## config.mk

```make
export PLATFORM = sky130hd
export DESIGN_NAME = alu_share_arbiter
export DESIGN_NICKNAME = d
export VERILOG_FILES = /design/src/rtl/alu_share_arbiter.sv
export SDC_FILE = /design/constraint.sdc
export NUM_CORES = 1
export LEC_CHECK = 0
export CELL_PAD_IN_SITES_DETAIL_PLACEMENT = 1
export CELL_PAD_IN_SITES_GLOBAL_PLACEMENT = 1
export CORE_MARGIN = 3
export CORE_UTILIZATION = 30
export CTS_CLUSTER_DIAMETER = 50
export DETAILED_ROUTE_END_ITERATION = 10
export PLACE_DENSITY_LB_ADDON = 0.1
export SKIP_CTS_REPAIR_TIMING = 1
export SYNTH_ARGS = -nofsm -noshare
export SYNTH_HDL_FRONTEND = slang
export SYNTH_SLANG_ARGS = --single-unit
export TNS_END_PERCENT = 5
```

## constraint.sdc

```tcl
create_clock -name clk -period 2.7 [get_ports clk]
set_input_delay 0.27 -clock clk [delete_from_list [all_inputs] [get_ports clk]]
set_output_delay 0.27 -clock clk [all_outputs]
set_load 0.05 [all_outputs]
```

## src/rtl/alu_share_arbiter.sv

```systemverilog
// Round-robin share of one combinational alu between two requesters.
// Operands and results are registered; completed responses are counted.
module alu_share_arbiter #(
    parameter int DATA_WIDTH = 32,
    parameter int CTRL_WIDTH = 4,
    parameter int CNT_WIDTH  = 16
) (
    input  logic                  clk,
    input  logic                  rst_n,
    input  logic                  a_req_valid,
    output logic                  a_req_ready,
    input  logic [DATA_WIDTH-1:0] a_op1,
    input  logic [DATA_WIDTH-1:0] a_op2,
    input  logic [CTRL_WIDTH-1:0] a_ctrl,
    output logic                  a_rsp_valid,
    input  logic                  a_rsp_ready,
    input  logic                  b_req_valid,
    output logic                  b_req_ready,
    input  logic [DATA_WIDTH-1:0] b_op1,
    input  logic [DATA_WIDTH-1:0] b_op2,
    input  logic [CTRL_WIDTH-1:0] b_ctrl,
    output logic                  b_rsp_valid,
    input  logic                  b_rsp_ready,
    output logic [DATA_WIDTH-1:0] rsp_data,
    output logic                  rsp_zero,
    output logic [DATA_WIDTH-1:0] alu_op1,
    output logic [DATA_WIDTH-1:0] alu_op2,
    output logic [CTRL_WIDTH-1:0] alu_ctrl,
    input  logic [DATA_WIDTH-1:0] alu_result,
    input  logic                  alu_zero,
    output logic                  busy,
    output logic [CNT_WIDTH-1:0]  op_count
);

    typedef enum logic [1:0] {
        IDLE = 2'd0,
        EXEC = 2'd1,
        RESP = 2'd2
    } state_t;

    state_t                state;
    state_t                state_nxt;
    logic                  last_b;
    logic                  owner_b;
    logic                  grant_a;
    logic                  grant_b;
    logic                  rsp_take;
    logic [DATA_WIDTH-1:0] op1_q;
    logic [DATA_WIDTH-1:0] op2_q;
    logic [CTRL_WIDTH-1:0] ctrl_q;

    // Round-robin grant: A wins a tie only when B was served last.
    always_comb begin
        grant_a  = (state == IDLE) && a_req_valid
                   && (!b_req_valid || last_b);
        grant_b  = (state == IDLE) && b_req_valid && !grant_a;
        rsp_take = (state == RESP)
                   && (owner_b ? b_rsp_ready : a_rsp_ready);
    end

    // State register.
    always_ff @(posedge clk or negedge rst_n) begin
        if (!rst_n) state <= IDLE;
        else        state <= state_nxt;
    end

    // Next-state: one cycle in EXEC, RESP waits for the owner.
    always_comb begin
        state_nxt = state;
        unique case (state)
            IDLE:    if (grant_a || grant_b) state_nxt = EXEC;
            EXEC:    state_nxt = RESP;
            RESP:    if (rsp_take) state_nxt = IDLE;
            default: state_nxt = IDLE;
        endcase
    end

    // Outputs decoded from state and the arbitration result.
    always_comb begin
        a_req_ready = grant_a;
        b_req_ready = grant_b;
        a_rsp_valid = (state == RESP) && !owner_b;
        b_rsp_valid = (state == RESP) && owner_b;
        busy        = (state != IDLE);
    end

    // Operand capture on accept; held until the next accept.
    always_ff @(posedge clk or negedge rst_n) begin
        if (!rst_n) begin
            op1_q   <= '0;
            op2_q   <= '0;
            ctrl_q  <= '0;
            owner_b <= 1'b0;
            last_b  <= 1'b1;
        end else if (grant_a) begin
            op1_q   <= a_op1;
            op2_q   <= a_op2;
            ctrl_q  <= a_ctrl;
            owner_b <= 1'b0;
            last_b  <= 1'b0;
        end else if (grant_b) begin
            op1_q   <= b_op1;
            op2_q   <= b_op2;
            ctrl_q  <= b_ctrl;
            owner_b <= 1'b1;
            last_b  <= 1'b1;
        end
    end

    // Result capture in EXEC and completion counting in RESP.
    always_ff @(posedge clk or negedge rst_n) begin
        if (!rst_n) begin
            rsp_data <= '0;
            rsp_zero <= 1'b0;
            op_count <= '0;
        end else begin
            if (state == EXEC) begin
                rsp_data <= alu_result;
                rsp_zero <= alu_zero;
            end
            if (rsp_take) op_count <= op_count + 1'b1;
        end
    end

    assign alu_op1  = op1_q;
    assign alu_op2  = op2_q;
    assign alu_ctrl = ctrl_q;

endmodule
```

==> qor.csv, run 1 <==
stage,metric,value,unit
global_route,grt met1 use,22.8,%
layout,fin nets,856,
logic_synthesis,synthesized net count,557,
routing,DRC,0,
global_route,global route hottest layer,met2,
logic_synthesis,"Seq/Total Area, Yosys",61.9,%
sta,# setup viols final,0,
worst_setup_path,FF-to-FF path depth,5,
routing,Iter 0 DRT Violations,399,
global_route,M2 GR Usage,36.5,%
floorplan,Placeable Area,0.0159,mm2
logic_synthesis,Synth Area in XOR/XNOR,2.69,%
worst_setup_path,CP Data Arrival Time,2.12,ns
sta,period utilisation layout,88.4,%
global_route,largest net degree at the start of global routing,68,
power_and_ir_drop,Net Sw Power,5780,uW
logic_synthesis,Synth Instances,381,
worst_setup_path,Setup crit end kind,primary output,
cts,Clock Sinks,121,
layout,most frequent cells in the layout,"clkdlybuf4s50_1 (293), dfrtp_1 (120), inv_1 (71), a222oi_1 (68), mux2_2 (34)",
worst_setup_path,Levels on crit path,4,
logic_synthesis,Mapped Avg Cell Area,12.8,um2
sta,Clock Skew,0.00771,ns
global_route,vias in the first global route,5003,
floorplan,Die X-Extent,134,um
power_and_ir_drop,Seq pwr share,25.5,%
worst_setup_path,Worst path slowest cell,and3_4,
worst_setup_path,Worst EP required,2.43,ns
worst_setup_path,CP top delay family,simple AND/OR/NAND/NOR gates,
layout,fraction of layout cells with a size suffix above 1,12.3,%
sta,final hold vios,0,
cts,Worst-path clk slew,0.06,ns
layout,fillers,1651,
placement,GP Congestion,0.776,
run_status,status,"finished, final reports clean",
worst_setup_path,crit-path cells,nor2_1 > and3_4 > buf_4 > buf_12,
worst_setup_path,crit path buf inv count,2,
routing,drt via density,4.95,
run,Max Cap Violations,0,
cts,Worst-Skew Late Latency,0.41,ns
floorplan,I/O pins,297,
logic_synthesis,adder-cell share of the synthesized area,0.256,%
logic_synthesis,Yosys reg bits,121,
global_route,total global routing overflow,0,
sta,unrepaired setup endpoints after global routing,no,
power_and_ir_drop,Clk pwr share,19.3,%
power_and_ir_drop,worst vdd rail ir drop,732,uV
routing,via count,4505,
global_route,GRT met3 Usage,7.85,%
cts,CTS Buf Count,17,
routing,WL final,18700,um
logic_synthesis,"Cell Area, Synth",0.00489,mm2
logic_synthesis,YS warnings,0,
power_and_ir_drop,P_leak,0.00393,uW
routing,ANT nets after route,0,
sta,TNS Setup,0,ns
sta,Slew HR,57.6,%
worst_setup_path,CP max stage delay,0.47,ns
worst_setup_path,critical path class,flop to primary output,
logic_synthesis,mux cell area share after synthesis,8.03,%
cts,CTS Root Cell,clkbuf_16,
sta,slew at the pin closest to its max-slew limit,0.618,ns
logic_synthesis,compound-gate portion of the synthesized area,14.3,%
floorplan,Initial Utilization,30.7,%
power_and_ir_drop,Internal,6630,uW
routing,1st-pass router iterations,6,
sta,Max Transition Viols Final,0,
floorplan,die height,134,um
logic_synthesis,largest family of logic cells by synthesized area,compound AO/OA/AOI/OAI gates,
floorplan,Die Footprint,0.0179,mm2
routing,routed len/inst,20.6,um
sta,f_max,419,MHz
power_and_ir_drop,Comb pwr share,55.2,%
placement,Post-DP HPWL,14100,um
layout,post-route core utilization,54.9,%
cts,Longest Clk Path Bufs,2,
layout,area grow syn2layout,78.9,%
global_route,initial antenna violation count,1,
logic_synthesis,simple-gate share of the synthesized area,4.53,%
sta,Tmin final,2.39,ns
floorplan,num rows,46,
cts,H-tree depth,4,
worst_setup_path,CP startpoint kind,flop,
power_and_ir_drop,Sw Share,46.6,%
cts,CTS tree,yes,
power_and_ir_drop,Overall Power,12400,uW
global_route,first-pass GRT wire length,28500,um
worst_hold_path,worst hold path class,input pin to async pin,
worst_setup_path,largest fanout on the critical path,24,
global_route,Total GRT Usage,20.7,%
placement,Port-buffer cells,296,
layout,"commonest non-fill, non-tap cell in the layout",clkdlybuf4s50_1,
power_and_ir_drop,PD cells,1420,mW/mm2
logic_synthesis,Yosys cell types,25,
## cell usage after synthesis (all sizes together)
cell type  instances  share of area (%)
nand2b             4               0.51
nand4              4               0.51
dfrtp            120                 61
nand3              7               0.72
nor3               1               0.33
nor4               1               0.26
mux2i              1               0.20
and3               3               0.38
ha                 1               0.26
clkbuf            13                1.0
mux2              34                7.8
xor2               2               0.36
a222oi            68                 14
nand3b             1               0.15
and2               2               0.26
and4               1               0.18
inv               71                5.4
dfstp              1               0.54
o21ai              1               0.10
buf               14                1.8
nand2              9               0.69
nor2               7               0.54
xnor2             13                2.3
a21o               2               0.31
## flip-flops by register name (all words and copies together), names as in the netlist
register and count:
state 2, owner_b 1, alu_op2 32, last_b 1, rsp_zero 1, op_count 16, rsp_data 32, alu_op1 32
alu_ctrl 4
## worst paths after layout
check,start,end,slack (ns)
worst max register to register,state[1],alu_ctrl[2],0.82
min in group clk,alu_result[31],rsp_data[31],0.47
worst min-delay path,rst_n,alu_op1[23],0.38
worst max-delay path,state[1],b_req_ready,0.31
max in group asynchronous,rst_n,alu_op2[11],1.58
worst min register to register,op_count[15],op_count[15],0.48
## power groups by stage
| stage | logic [uW] | clock network, uW | registers [uW] |
|---|---|---|---|
| after floorplan | 1660 | 0 | 5830 |
| after global placement | 6790 | 0 | 3120 |
| after detailed placement | 6910 | 0 | 3180 |
| after CTS | 6940 | 2460 | 3170 |
| after global routing | 7190 | 2560 | 3270 |
| final | 6850 | 2400 | 3160 |
## logic make-up after synthesis
kind of cell / after synthesis
compound gates: 71
xor+xnor: 15
fa+ha+maj: 1
buf+inv: 98
flops: 121
mux: 35
simple gates: 40
## layout make-up
class | count | area, um2 | area share, %
timing repair buffer | 307 | 3080 | 35.2
sequential | 121 | 3030 | 34.6
clock buffer | 17 | 425 | 4.86
antenna | 1 | 2.50 | 0.0286
tap | 216 | 270 | 3.09
multi-input combinational | 162 | 1480 | 16.9
inverter | 71 | 267 | 3.05
clock inverter | 15 | 203 | 2.32
## through the flow
| step | setup slack [ns] | instances | hold slack, ns | area [um2] |
|---|---|---|---|---|
| 2_1_floorplan | 0.937 | 381 | -0.0256 | 4890 |
| 3_3_place_gp | 0.586 | 876 | 0.218 | 8110 |
| 3_5_place_dp | 0.553 | 876 | 0.219 | 8110 |
| 4_1_cts | 0.0993 | 908 | -0.229 | 8730 |
| 5_1_grt | 0.162 | 910 | 0.380 | 8750 |
| 6_report | 0.312 | 910 | 0.379 | 8750 |
## routing by layer
metal  wire length, um  share of wire (%)
met1              6850                 37
met4               352                1.9
met5                 0                  0
met3              1770                9.5
met2              9770                 52
(Power assumes the default switching activity.)
==> run 2: changes to the inputs <==
Settings changed: CTS_CLUSTER_DIAMETER 50 to 60.
==> results of run 2 <==
The final DEF is identical to that of run 1; final timing and power are the same.
